<file path="config.mk">
export PLATFORM = sky130hd
export DESIGN_NAME = tlul_periph_host_arb_flat
export DESIGN_NICKNAME = d
export VERILOG_FILES = /design/src/rtl/tlul_periph_arb_pkg.sv /design/src/rtl/tlul_periph_host_arb_if.sv /design/src/rtl/tlul_arb_idx_fifo.sv /design/src/rtl/tlul_periph_host_arb.sv /design/src/flat_wrapper.sv
export SDC_FILE = /design/constraint.sdc
export NUM_CORES = 1
export LEC_CHECK = 0
export CORE_AREA = 4 4 160 162
export DETAILED_ROUTE_END_ITERATION = 6
export DIE_AREA = 0 0 164 166
export GPL_ROUTABILITY_DRIVEN = 0
export HOLD_SLACK_MARGIN = 0.1
export PLACE_DENSITY = 0.46
export SETUP_SLACK_MARGIN = 0.5
export SLEW_MARGIN = 20
export SYNTH_ARGS = -nofsm -noshare
export SYNTH_HDL_FRONTEND = slang
export SYNTH_SLANG_ARGS = --single-unit
</file>
<file path="constraint.sdc">
create_clock -name clk_i -period 2.85 [get_ports clk_i]
set_input_delay 0.285 -clock clk_i [delete_from_list [all_inputs] [get_ports clk_i]]
set_output_delay 0.285 -clock clk_i [all_outputs]
set_load 0.01 [all_outputs]
</file>
<file path="src/rtl/tlul_periph_arb_pkg.sv">
// Shared types and helpers for the peripheral-bus host arbiter.
// Holds the simplified TL-UL channel structs, default sizes and the round-robin pick function.
package tlul_periph_arb_pkg;

   localparam int unsigned MaxHostsDefault       = 2;
   localparam int unsigned MaxOutstandingDefault = 4;
   localparam int unsigned MaxHosts              = 8;
   localparam int unsigned HostIdxMaxW           = 3;

   typedef struct packed {
      logic        a_valid;
      logic [2:0]  a_opcode;
      logic [2:0]  a_param;
      logic [1:0]  a_size;
      logic [7:0]  a_source;
      logic [31:0] a_address;
      logic [3:0]  a_mask;
      logic [31:0] a_data;
      logic        d_ready;
   } tlul_h2d_t;

   typedef struct packed {
      logic        d_valid;
      logic [2:0]  d_opcode;
      logic [2:0]  d_param;
      logic [1:0]  d_size;
      logic [7:0]  d_source;
      logic        d_sink;
      logic [31:0] d_data;
      logic        d_error;
      logic        a_ready;
   } tlul_d2h_t;

   typedef enum logic {
      ArbFree = 1'b0,
      ArbLock = 1'b1
   } arb_st_e;

   // First requester at or after ptr, wrapping modulo n; returns ptr when nobody requests.
   function automatic logic [HostIdxMaxW-1:0] rr_pick(input logic [MaxHosts-1:0]    req,
                                                     input logic [HostIdxMaxW-1:0] ptr,
                                                     input int unsigned            n);
      logic [HostIdxMaxW-1:0] pick;
      logic                   found;
      int unsigned            idx;
      pick  = ptr;
      found = 1'b0;
      for (int unsigned k = 0; k < MaxHosts; k++) begin
         idx = (32'(ptr) + k) % n;
         if (k < n && !found && req[idx[HostIdxMaxW-1:0]]) begin
            pick  = idx[HostIdxMaxW-1:0];
            found = 1'b1;
         end
      end
      return pick;
   endfunction

endpackage

</file>
<file path="src/rtl/tlul_periph_host_arb_if.sv">
// Bus bundle between the N upstream hosts, the arbiter and the peripheral crossbar.
interface tlul_periph_host_arb_if
   import tlul_periph_arb_pkg::*;
#(
   parameter int unsigned N = MaxHostsDefault
);

   tlul_h2d_t [N-1:0] tl_h_i;
   tlul_d2h_t [N-1:0] tl_h_o;
   tlul_h2d_t         tl_d_o;
   tlul_d2h_t         tl_d_i;

   modport slave (
      input  tl_h_i,
      input  tl_d_i,
      output tl_h_o,
      output tl_d_o
   );

   modport master (
      output tl_h_i,
      output tl_d_i,
      input  tl_h_o,
      input  tl_d_o
   );

endinterface

</file>
<file path="src/rtl/tlul_arb_idx_fifo.sv">
// In-order FIFO of host indices, one entry per outstanding A beat.
module tlul_arb_idx_fifo #(
   parameter  int unsigned Width = 1,
   parameter  int unsigned Depth = 4,
   localparam int unsigned PtrW  = (Depth > 1) ? $clog2(Depth) : 1,
   localparam int unsigned CntW  = $clog2(Depth) + 1
) (
   input  logic             clk_i,
   input  logic             rst_ni,
   input  logic             push,
   input  logic [Width-1:0] wdata,
   input  logic             pop,
   output logic             full,
   output logic             empty,
   output logic [CntW-1:0]  count,
   output logic [Width-1:0] rdata
);

   logic [Width-1:0] mem_q [Depth];
   logic [PtrW-1:0]  wr_ptr_q, rd_ptr_q;
   logic [CntW-1:0]  count_q;
   logic             wr_en, rd_en;

   assign full  = (count_q == CntW'(Depth));
   assign empty = (count_q == '0);
   assign count = count_q;
   assign rdata = mem_q[rd_ptr_q];
   assign wr_en = push & ~full;
   assign rd_en = pop & ~empty;

   always_ff @(posedge clk_i or negedge rst_ni) begin
      if (!rst_ni) begin
         wr_ptr_q <= '0;
         rd_ptr_q <= '0;
         count_q  <= '0;
      end else begin
         if (wr_en) wr_ptr_q <= wr_ptr_q + 1'b1;
         if (rd_en) rd_ptr_q <= rd_ptr_q + 1'b1;
         case ({wr_en, rd_en})
            2'b10:   count_q <= count_q + 1'b1;
            2'b01:   count_q <= count_q - 1'b1;
            default: count_q <= count_q;
         endcase
      end
   end

   always_ff @(posedge clk_i) begin
      if (wr_en) mem_q[wr_ptr_q] <= wdata;
   end

endmodule

</file>
<file path="src/rtl/tlul_periph_host_arb.sv">
// Round-robin N:1 TL-UL host arbiter with in-order host-ID tracking for D-channel steering.
//   state   | meaning
//   ArbFree | grant follows the round-robin scan from rr_ptr
//   ArbLock | forwarded A beat stalled; grant held on lock_idx until accepted
module tlul_periph_host_arb
   import tlul_periph_arb_pkg::*;
#(
   parameter  int unsigned N              = MaxHostsDefault,
   parameter  int unsigned MaxOutstanding = MaxOutstandingDefault,
   localparam int unsigned IdxW           = (N > 1) ? $clog2(N) : 1,
   localparam int unsigned CntW           = $clog2(MaxOutstanding) + 1
) (
   input  logic                  clk_i,
   input  logic                  rst_ni,
   tlul_periph_host_arb_if.slave bus,
   output logic [CntW-1:0]       outstanding_o,
   output logic                  err_spurious_o
);

   arb_st_e           st_q, st_d;
   logic [IdxW-1:0]   rr_ptr_q, lock_idx_q;
   logic [IdxW-1:0]   rr_winner, winner, next_ptr, head;
   logic [N-1:0]      req;
   logic              fifo_full, fifo_empty;
   logic              fwd_valid, accept, d_ready, pop;
   tlul_h2d_t         tl_d_o;
   tlul_d2h_t [N-1:0] tl_h_o;

   always_comb begin
      req = '0;
      for (int i = 0; i < N; i++) req[i] = bus.tl_h_i[i].a_valid;
   end

   assign rr_winner = IdxW'(rr_pick(MaxHosts'(req), HostIdxMaxW'(rr_ptr_q), N));
   assign winner    = (st_q == ArbLock) ? lock_idx_q : rr_winner;
   assign next_ptr  = (winner == IdxW'(N - 1)) ? '0 : winner + 1'b1;

   // Outputs are qualified by rst_ni so the bus reads idle the moment reset asserts.
   assign fwd_valid      = rst_ni & req[winner] & ~fifo_full;
   assign accept         = fwd_valid & bus.tl_d_i.a_ready;
   assign d_ready        = rst_ni & (fifo_empty | bus.tl_h_i[head].d_ready);
   assign pop            = bus.tl_d_i.d_valid & d_ready & ~fifo_empty;
   assign err_spurious_o = rst_ni & bus.tl_d_i.d_valid & fifo_empty;

   always_ff @(posedge clk_i or negedge rst_ni) begin
      if (!rst_ni) begin
         st_q       <= ArbFree;
         lock_idx_q <= '0;
         rr_ptr_q   <= '0;
      end else begin
         st_q <= st_d;
         if (st_d == ArbLock) lock_idx_q <= winner;
         if (accept)          rr_ptr_q   <= next_ptr;
      end
   end

   always_comb begin
      st_d = ArbFree;
      if (fwd_valid && !bus.tl_d_i.a_ready) st_d = ArbLock;
   end

   always_comb begin
      tl_d_o         = bus.tl_h_i[winner];
      tl_d_o.a_valid = fwd_valid;
      tl_d_o.d_ready = d_ready;
      for (int i = 0; i < N; i++) begin
         tl_h_o[i]         = bus.tl_d_i;
         tl_h_o[i].a_ready = rst_ni & bus.tl_d_i.a_ready & ~fifo_full & (winner == IdxW'(i));
         tl_h_o[i].d_valid = rst_ni & bus.tl_d_i.d_valid & ~fifo_empty & (head == IdxW'(i));
      end
   end

   assign bus.tl_d_o = tl_d_o;
   assign bus.tl_h_o = tl_h_o;

   tlul_arb_idx_fifo #(
      .Width (IdxW),
      .Depth (MaxOutstanding)
   ) u_idx_fifo (
      .clk_i  (clk_i),
      .rst_ni (rst_ni),
      .push   (accept),
      .wdata  (winner),
      .pop    (pop),
      .full   (fifo_full),
      .empty  (fifo_empty),
      .count  (outstanding_o),
      .rdata  (head)
   );

endmodule

</file>
<file path="src/flat_wrapper.sv">
// flat-port wrapper written by rule: the top's interface ports become plain ports
module tlul_periph_host_arb_flat import tlul_periph_arb_pkg::*;
#(
   parameter  int unsigned N              = MaxHostsDefault,
   parameter  int unsigned MaxOutstanding = MaxOutstandingDefault,
   localparam int unsigned IdxW           = (N > 1) ? $clog2(N) : 1,
   localparam int unsigned CntW           = $clog2(MaxOutstanding) + 1
)
  (clk_i, rst_ni, outstanding_o, err_spurious_o, bus_tl_h_i, bus_tl_d_i, bus_tl_h_o, bus_tl_d_o);
  tlul_periph_host_arb_if #(.N(N)) bus_i ();
  input  logic clk_i;
  input  logic rst_ni;
  output logic [CntW-1:0] outstanding_o;
  output logic err_spurious_o;
  input wire logic [$bits(bus_i.tl_h_i)-1:0] bus_tl_h_i;
  input wire logic [$bits(bus_i.tl_d_i)-1:0] bus_tl_d_i;
  output wire logic [$bits(bus_i.tl_h_o)-1:0] bus_tl_h_o;
  output wire logic [$bits(bus_i.tl_d_o)-1:0] bus_tl_d_o;
  assign bus_i.tl_h_i = bus_tl_h_i;
  assign bus_i.tl_d_i = bus_tl_d_i;
  assign bus_tl_h_o = bus_i.tl_h_o;
  assign bus_tl_d_o = bus_i.tl_d_o;
  tlul_periph_host_arb #(.N(N), .MaxOutstanding(MaxOutstanding)) u_core (.clk_i(clk_i), .rst_ni(rst_ni), .bus(bus_i), .outstanding_o(outstanding_o), .err_spurious_o(err_spurious_o));
endmodule
</file>
==> results_dict.tcl, run 1 <==
set metrics [dict create \
    synth_seq_area_share 0.136 \
    cp.required_ns 2.57 \
    final.setup_skew_ns 0.000947 \
    total_power_consumption_of_the_routed_design_mw 2.57 \
    count_of_synthesis_stage_warnings_from_yosys 0 \
    status "complete, no violations" \
    path_max_fanout 5 \
    final_antenna_net_count 0 \
    sequentialPowerShare 0.137 \
    setup_violations 0 \
    internal_power_mw 1.62 \
    setup-tns-final_ns 0 \
    ys_dominant_reg_cell "dfrtp_1" \
    synth_enable_flop_cells 4 \
    clockPowerShare 0.105 \
    fp.coreArea_um2 24100 \
    hold_path_class "in2async" \
    switching_portion_of_total_power 0.368 \
    synth_top_cell_by_area "buf_4" \
    postSynthRegisterBits 14 \
    leakagePower_nw 2.19 \
    routedLengthMet1_mm 5.28 \
    routed_wl_mm 13.0 \
    tritoncts "done" \
    clock_latency_ns 0.24 \
    synthDistinctLibCells 30 \
    postSynthNetCount 504 \
    globalRouteTotalUtil 0.0860 \
    met2_wirelength_mm 6.13 \
    wire_length_of_the_first_global_routing_pass_mm 18.2 \
    setup.worst_path.class "reg2out" \
    hpwlAfterDp_mm 10.1 \
    final_critical_path_setup_slack_ns 0.514 \
    post_dp_cell_area_um2 5040 \
    maxCapViolCount 0 \
    detail_route.vias_per_cell 3.32 \
    netlist_area_um2 2720 \
    grt_max_degree 26 \
    timing.critical_path.to_type "output pin" \
    grt_pass1_vias 2903 \
    synthArstFlopShare 0.714 \
    fin_worst_hold_slack_ns 0.185 \
    post-place-ws_ns 0.0355 \
    synthCells 272 \
    nNetsFinal 690 \
    final_global_route_overflow_total 0 \
    layout_min_cycle_time_ns 2.34 \
    total_met3_wirelength_after_detailed_routing_mm 1.48 \
    port-buffer-count 269 \
    antenna_fix_cells 0 \
    num-fill-cells 2698 \
    ios 420 \
    area_delta_synth_final_pct 87.1 \
    timing_worst_slew_pin_value_ns 0.277 \
    clk_pin_slew_worst_paths_ns 0.05 \
    chip_width_um 164 \
    worst_slew_margin_rel 0.815 \
    power_switching_mw 0.947 \
    cts-buffers-inserted 3 \
    number_of_placement_rows 57 \
    die_area_um2 27200 \
    achievable-frequency_mhz 428 \
    drt-initial-drc-count 45 \
    ys_top_cells_by_area "buf_4 28%, mux2_2 24%, mux2_4 15%" \
    cts_buffer_depth 2 \
    detail_route.wl_per_cell_um 16.7 \
    layout_worst_path_cycle_share 0.820 \
    layout-drive-gt1-share 0.449 \
    setup_repair_after_global_routing_missed_its_margin "true" \
    clockRootBuffer "clkbuf_16" \
    comb_power_share 0.758 \
    die_h_um 166 \
    placed_cells_incl_taps 759 \
    most_common_cell_in_the_synthesized_netlist "buf_4" \
    clkSinkCount 14 \
    worstPathArrival_ns 2.05 \
    ff2ff_setup_slack_ns 0.61 \
    top_layer_used "met4" \
    layout.cells.non_filler 781 \
    finalInstanceArea_um2 5080 \
    residual_drc_count 0 \
    timing.final.max_slew_violations 0 \
    grt_antenna_before_repair 3 \
    syn-mean-instance-area_um2 9.99 \
    synth_common_cells "102 x buf_4, 58 x mux2_2, 27 x mux2_4, 10 x dfrtp_1" \
    postLayoutCoreUtil 0.211 \
    hold_violations 0 \
    setup.worst_path.start_class "register" \
    dr_total_vias 2592 \
    initial_utilization 0.113 \
    irDropWorstVdd_mv 0.235 \
    power.density_nw_per_um2 506 \
    netlist.area_leader.share 0.282 \
    htree_levels 1 \
    drt-pass1-iter-count 4 \
]
repair_timing:
item / CTS / global route
pin swaps: 0 / 5
hold endpoints to repair: 0 / 2
setup endpoints to repair: 87 / 87
buffers inserted: 5 / 4
cloned: 5 / 3
hold buffers: 0 / 1
resized for setup: 127 / 162
cell type report:
cell class / instances / area (um^2) / share of cell area
Clock inverter: 1 / 3.75 / 0.000738
Multi-Input combinational cell: 137 / 1500 / 0.295
Inverter: 10 / 50.0 / 0.00984
Timing Repair inverter: 1 / 11.3 / 0.00222
Timing Repair Buffer: 291 / 2670 / 0.525
Clock buffer: 3 / 75.1 / 0.0148
Sequential cell: 14 / 372 / 0.0731
Tap cell: 324 / 405 / 0.0797
cell families (layout without fill, tap and decap cells):
family	Yosys count	count (layout)	synth area share
DFF	14	14	0.136
buffers and inverters	121	306	0.321
AOI/OAI and AO/OA	10	10	0.0253
and+or+nand+nor	21	21	0.0391
adders and majority gates	7	7	0.0345
muxes	94	94	0.427
xor gates and xnor gates	5	5	0.0161
power groups by stage:
stage               logic, mW  clock network (mW)  registers, mW
floorplan                1.06                   0          0.346
global placement         1.80                   0          0.345
detailed placement       1.82                   0          0.350
CTS                      1.91               0.274          0.353
global route             2.10               0.285          0.367
finish                   1.95               0.269          0.353
worst max-delay path, stage by stage, from the launching register on:
cell and delay [ns]:
dfrtp_1 0.39, maj3_2 0.33, mux2i_4 0.17, buf_12 0.16
inv_8 0.06, buf_6 0.13, buf_16 0.14, mux2_4 0.30
buf_6 0.12
placed cells by master (no fill, tap or decap), types with 3 or more instances in the layout:
cell / instances
clkdlybuf4s50_1: 180
clkbuf_2: 76
mux2_2: 58
mux2_4: 27
buf_4: 10
dfrtp_1: 9
inv_1: 8
nor2_1: 8
buf_16: 7
buf_6: 6
mux2i_1: 5
clkbuf_16: 5
and2_1: 4
o21ai_0: 4
ha_1: 4
edfxtp_1: 4
mux2i_2: 3
xor2_1: 3
dlygate4sd2_1: 3
state kept, by name (all words and copies together), names as in the netlist:
name and cells:
u_core.u_idx_fifo.wr_ptr_q 2, u_core.u_idx_fifo.count 3, u_core.st_q 1, u_core.u_idx_fifo.rd_ptr_q 2
u_core.rr_ptr_q 1, u_core.lock_idx_q 1, u_core.u_idx_fifo.mem_q 4
path summary, 6_finish.rpt:
| check | start | end | cells after the start |
|---|---|---|---|
| max | u_core.rr_ptr_q | bus_tl_d_o[42] | 8 |
| min | rst_ni | u_core.u_idx_fifo.count[0] | 2 |
| max reg2reg | u_core.u_idx_fifo.rd_ptr_q[1] | u_core.u_idx_fifo.count[2] | 10 |
| min reg2reg | u_core.u_idx_fifo.count[2] | u_core.u_idx_fifo.count[2] | 1 |
| max in group asynchronous | rst_ni | u_core.u_idx_fifo.rd_ptr_q[1] | 2 |
| min in group clk_i | u_core.u_idx_fifo.count[2] | u_core.u_idx_fifo.count[2] | 1 |
per-layer routing:
layer  up-vias  global-route usage
met5         -             0.00909
met4         0             0.00985
met3        28              0.0390
met2       198               0.144
met1      1175               0.104
li1       1191                   -
Power figures use the tool's default switching activity.
==> inputs of run 2 (changes only) <==
--- a/config.mk
+++ b/config.mk
@@ -5,9 +5,9 @@
 export SDC_FILE = /design/constraint.sdc
 export NUM_CORES = 1
 export LEC_CHECK = 0
-export CORE_AREA = 4 4 160 162
+export CORE_AREA = 4 4 163 165
 export DETAILED_ROUTE_END_ITERATION = 6
-export DIE_AREA = 0 0 164 166
+export DIE_AREA = 0 0 167 169
 export GPL_ROUTABILITY_DRIVEN = 0
 export HOLD_SLACK_MARGIN = 0.1
 export PLACE_DENSITY = 0.46
==> constraint.sdc (replaced) <==
create_clock -name clk_i -period 2.1 [get_ports clk_i]
set_input_delay 0.21 -clock clk_i [delete_from_list [all_inputs] [get_ports clk_i]]
set_output_delay 0.21 -clock clk_i [all_outputs]
set_load 0.01 [all_outputs]
==> run 2 against run 1 <==
The flow now finishes with violations (setup timing). Routed wire length grew 8.9%. Combinational power increased by 77%. Setup slack got worse by 0.63 ns. Non-clock buffer count is 21 higher. Die area is 3.7% higher. Sequential cell count did not move. Design area up 16%. Critical endpoint is now bus_tl_d_o[43]. Via count up 4.6%. Global-route usage is 0.57 points higher. Highest routed layer unchanged.
==> results_dict.tcl, run 2 (synthesized netlist as in run 1, its figures left out) <==
set metrics [dict create \
    clock_latency_ns 0.24 \
    tritoncts "done" \
    port-buffer-count 269 \
    drt-initial-drc-count 40 \
    layout_min_cycle_time_ns 2.21 \
    grt_max_degree 15 \
    top_register "u_core.u_idx_fifo.mem_q" \
    achievable-frequency_mhz 452 \
    detail_route.wl_per_cell_um 17.5 \
    htree_levels 1 \
    switching_portion_of_total_power 0.346 \
    wire_length_of_the_first_global_routing_pass_mm 19.8 \
    critical_path.slowest_cell "dfrtp_1" \
    post-place-ws_ns -0.539 \
    die_area_um2 28200 \
    ios 420 \
    die_h_um 169 \
    hpwlAfterDp_mm 10.7 \
    grt_pass1_vias 3141 \
    sequentialPowerShare 0.107 \
    most_frequent_standard_cell_in_the_layout_excluding_fill_and_tap_cells "clkdlybuf4s50_1" \
    mostFrequentLayoutCells "176 x clkdlybuf4s50_1, 94 x buf_6, 53 x mux2_2" \
    r2r-start "u_core.u_idx_fifo.rd_ptr_q[1]" \
    hold_violations 0 \
    final.setup_skew_ns 0.00130 \
    power_switching_mw 1.48 \
    leakagePower_nw 2.50 \
    final_antenna_net_count 0 \
    grt_antenna_before_repair 0 \
    nNetsFinal 711 \
    cts_buffer_depth 2 \
    failing_checks "setup timing" \
    clkSinkCount 14 \
    maxCapViolCount 0 \
    clockPowerShare 0.085 \
    worst_slew_margin_rel 0.858 \
    hp-start "bus_tl_d_i[13]" \
    residual_drc_count 0 \
    layout_worst_path_cycle_share 1.05 \
    setup.worst_path.class "reg2out" \
    layout.cells.non_filler 809 \
    cp.required_ns 1.89 \
    setup_repair_after_global_routing_missed_its_margin "true" \
    drt-pass1-iter-count 4 \
    setup.worst_path.start_class "register" \
    area_delta_synth_final_pct 117 \
    status "finished with violations" \
    initial_utilization 0.109 \
    routed_wl_mm 14.2 \
    hold_path_class "in2out" \
    final_global_route_overflow_total 0 \
    internal_power_mw 2.80 \
    detail_route.vias_per_cell 3.35 \
    comb_power_share 0.808 \
    clockRootBuffer "clkbuf_16" \
    cp_cell_sequence "maj3_2 > mux2i_4 > buf_12 > inv_16 > buf_16 > mux2_4 > buf_6" \
    hold-path-endpoint "bus_tl_h_o[65]" \
    timing.final.max_slew_violations 0 \
    slowest_delay_ns 0.39 \
    power.density_nw_per_um2 727 \
    clk_pin_slew_worst_paths_ns 0.05 \
    critical_path.reg2reg.endpoint "u_core.u_idx_fifo.count[2]" \
    ff2ff_setup_slack_ns -0.02 \
    layout-drive-gt1-share 0.513 \
    dr_total_vias 2711 \
    worstHoldPathCells 0 \
    largest_reg_flops 4 \
    cts-buffers-inserted 3 \
    setup_violations 86 \
    placed_cells_incl_taps 783 \
    timing_worst_slew_pin_value_ns 0.207 \
    irDropWorstVdd_mv 0.401 \
    chip_width_um 167 \
    r2r_cells 10 \
    globalRouteTotalUtil 0.0917 \
    number_of_placement_rows 58 \
    path_max_fanout 8 \
    final_critical_path_setup_slack_ns -0.113 \
    timing.critical_path.to_type "output pin" \
    fp.coreArea_um2 25000 \
    worstPathArrival_ns 2.00 \
    num-fill-cells 2703 \
]
run 2: final cells by class:
type,count,area (um^2),area share
Inverter,10,53.8,0.00913
Multi-Input combinational cell,137,1580,0.268
Clock buffer,3,75.1,0.0127
Timing Repair Buffer,312,3380,0.573
Tap cell,330,413,0.0701
Sequential cell,14,372,0.0631
Antenna cell,1,2.50,0.000425
Clock inverter,1,3.75,0.000637
Timing Repair inverter,1,20.0,0.00340
run 2: power groups by stage:
stage          logic, mW  registers (mW)  clock network [mW]
3_3_place_gp        2.65           0.447                   0
3_5_place_dp        2.67           0.455                   0
4_1_cts             3.40           0.453               0.375
5_1_grt             3.73           0.471               0.391
6_report            3.46           0.459               0.364
2_1_floorplan       1.49           0.470                   0
run 2: through the flow:
| step | power, mW | hold WS, ns | utilization | setup TNS (ns) | instance area (um^2) |
|---|---|---|---|---|---|
| 4_1_cts | 4.23 | 0.420 | 0.230 | -6.69 | 5770 |
| 6_report | 4.29 | 0.420 | 0.235 | -5.28 | 5890 |
| 2_1_floorplan | 1.96 | -0.0856 | - | 0 | 2770 |
| 3_3_place_gp | 3.10 | 0.420 | 0.208 | -40.62 | 5220 |
| 5_1_grt | 4.59 | 0.420 | 0.235 | -11.24 | 5890 |
| 3_5_place_dp | 3.13 | 0.420 | 0.208 | -40.53 | 5220 |
run 2: critical path: cells and delay by family, from the launching register on:
kind / cells / cell delay (ns)
muxes: 2 / 0.50
DFF: 1 / 0.39
buffers and inverters: 4 / 0.53
adders and majority gates: 1 / 0.32
run 2: per-layer routing:
| metal | vias to the layer above | share of wire | global-route usage |
|---|---|---|---|
| met1 | 1232 | 0.35 | 0.0979 |
| met3 | 24 | 0.12 | 0.0458 |
| li1 | 1249 | - | - |
| met2 | 206 | 0.51 | 0.164 |
| met4 | 0 | 0.015 | 0.0199 |
| met5 | - | 0 | 0 |
run 2: worst max path at each step:
stage | slack, ns | startpoint | cells past startpoint | to
floorplan | 0.05 | u_core.u_idx_fifo.count[0] | 10 | u_core.u_idx_fifo.count[2]
global placement | -0.54 | bus_tl_h_i[85] | 8 | bus_tl_d_o[25]
detailed placement | -0.54 | bus_tl_h_i[85] | 8 | bus_tl_d_o[26]
CTS | -0.12 | u_core.rr_ptr_q | 7 | bus_tl_d_o[26]
global route | -0.20 | u_core.u_idx_fifo.rd_ptr_q[1] | 10 | u_core.u_idx_fifo.count[2]
finish | -0.11 | u_core.rr_ptr_q | 7 | bus_tl_d_o[43]
run 2: what timing repair did:
item	in CTS	in global routing
resized for setup	495	15
cloned	10	1
setup buffers	5	5
endpoints found under the setup margin	95	99
pin swaps	10	6
hold buffers	0	0
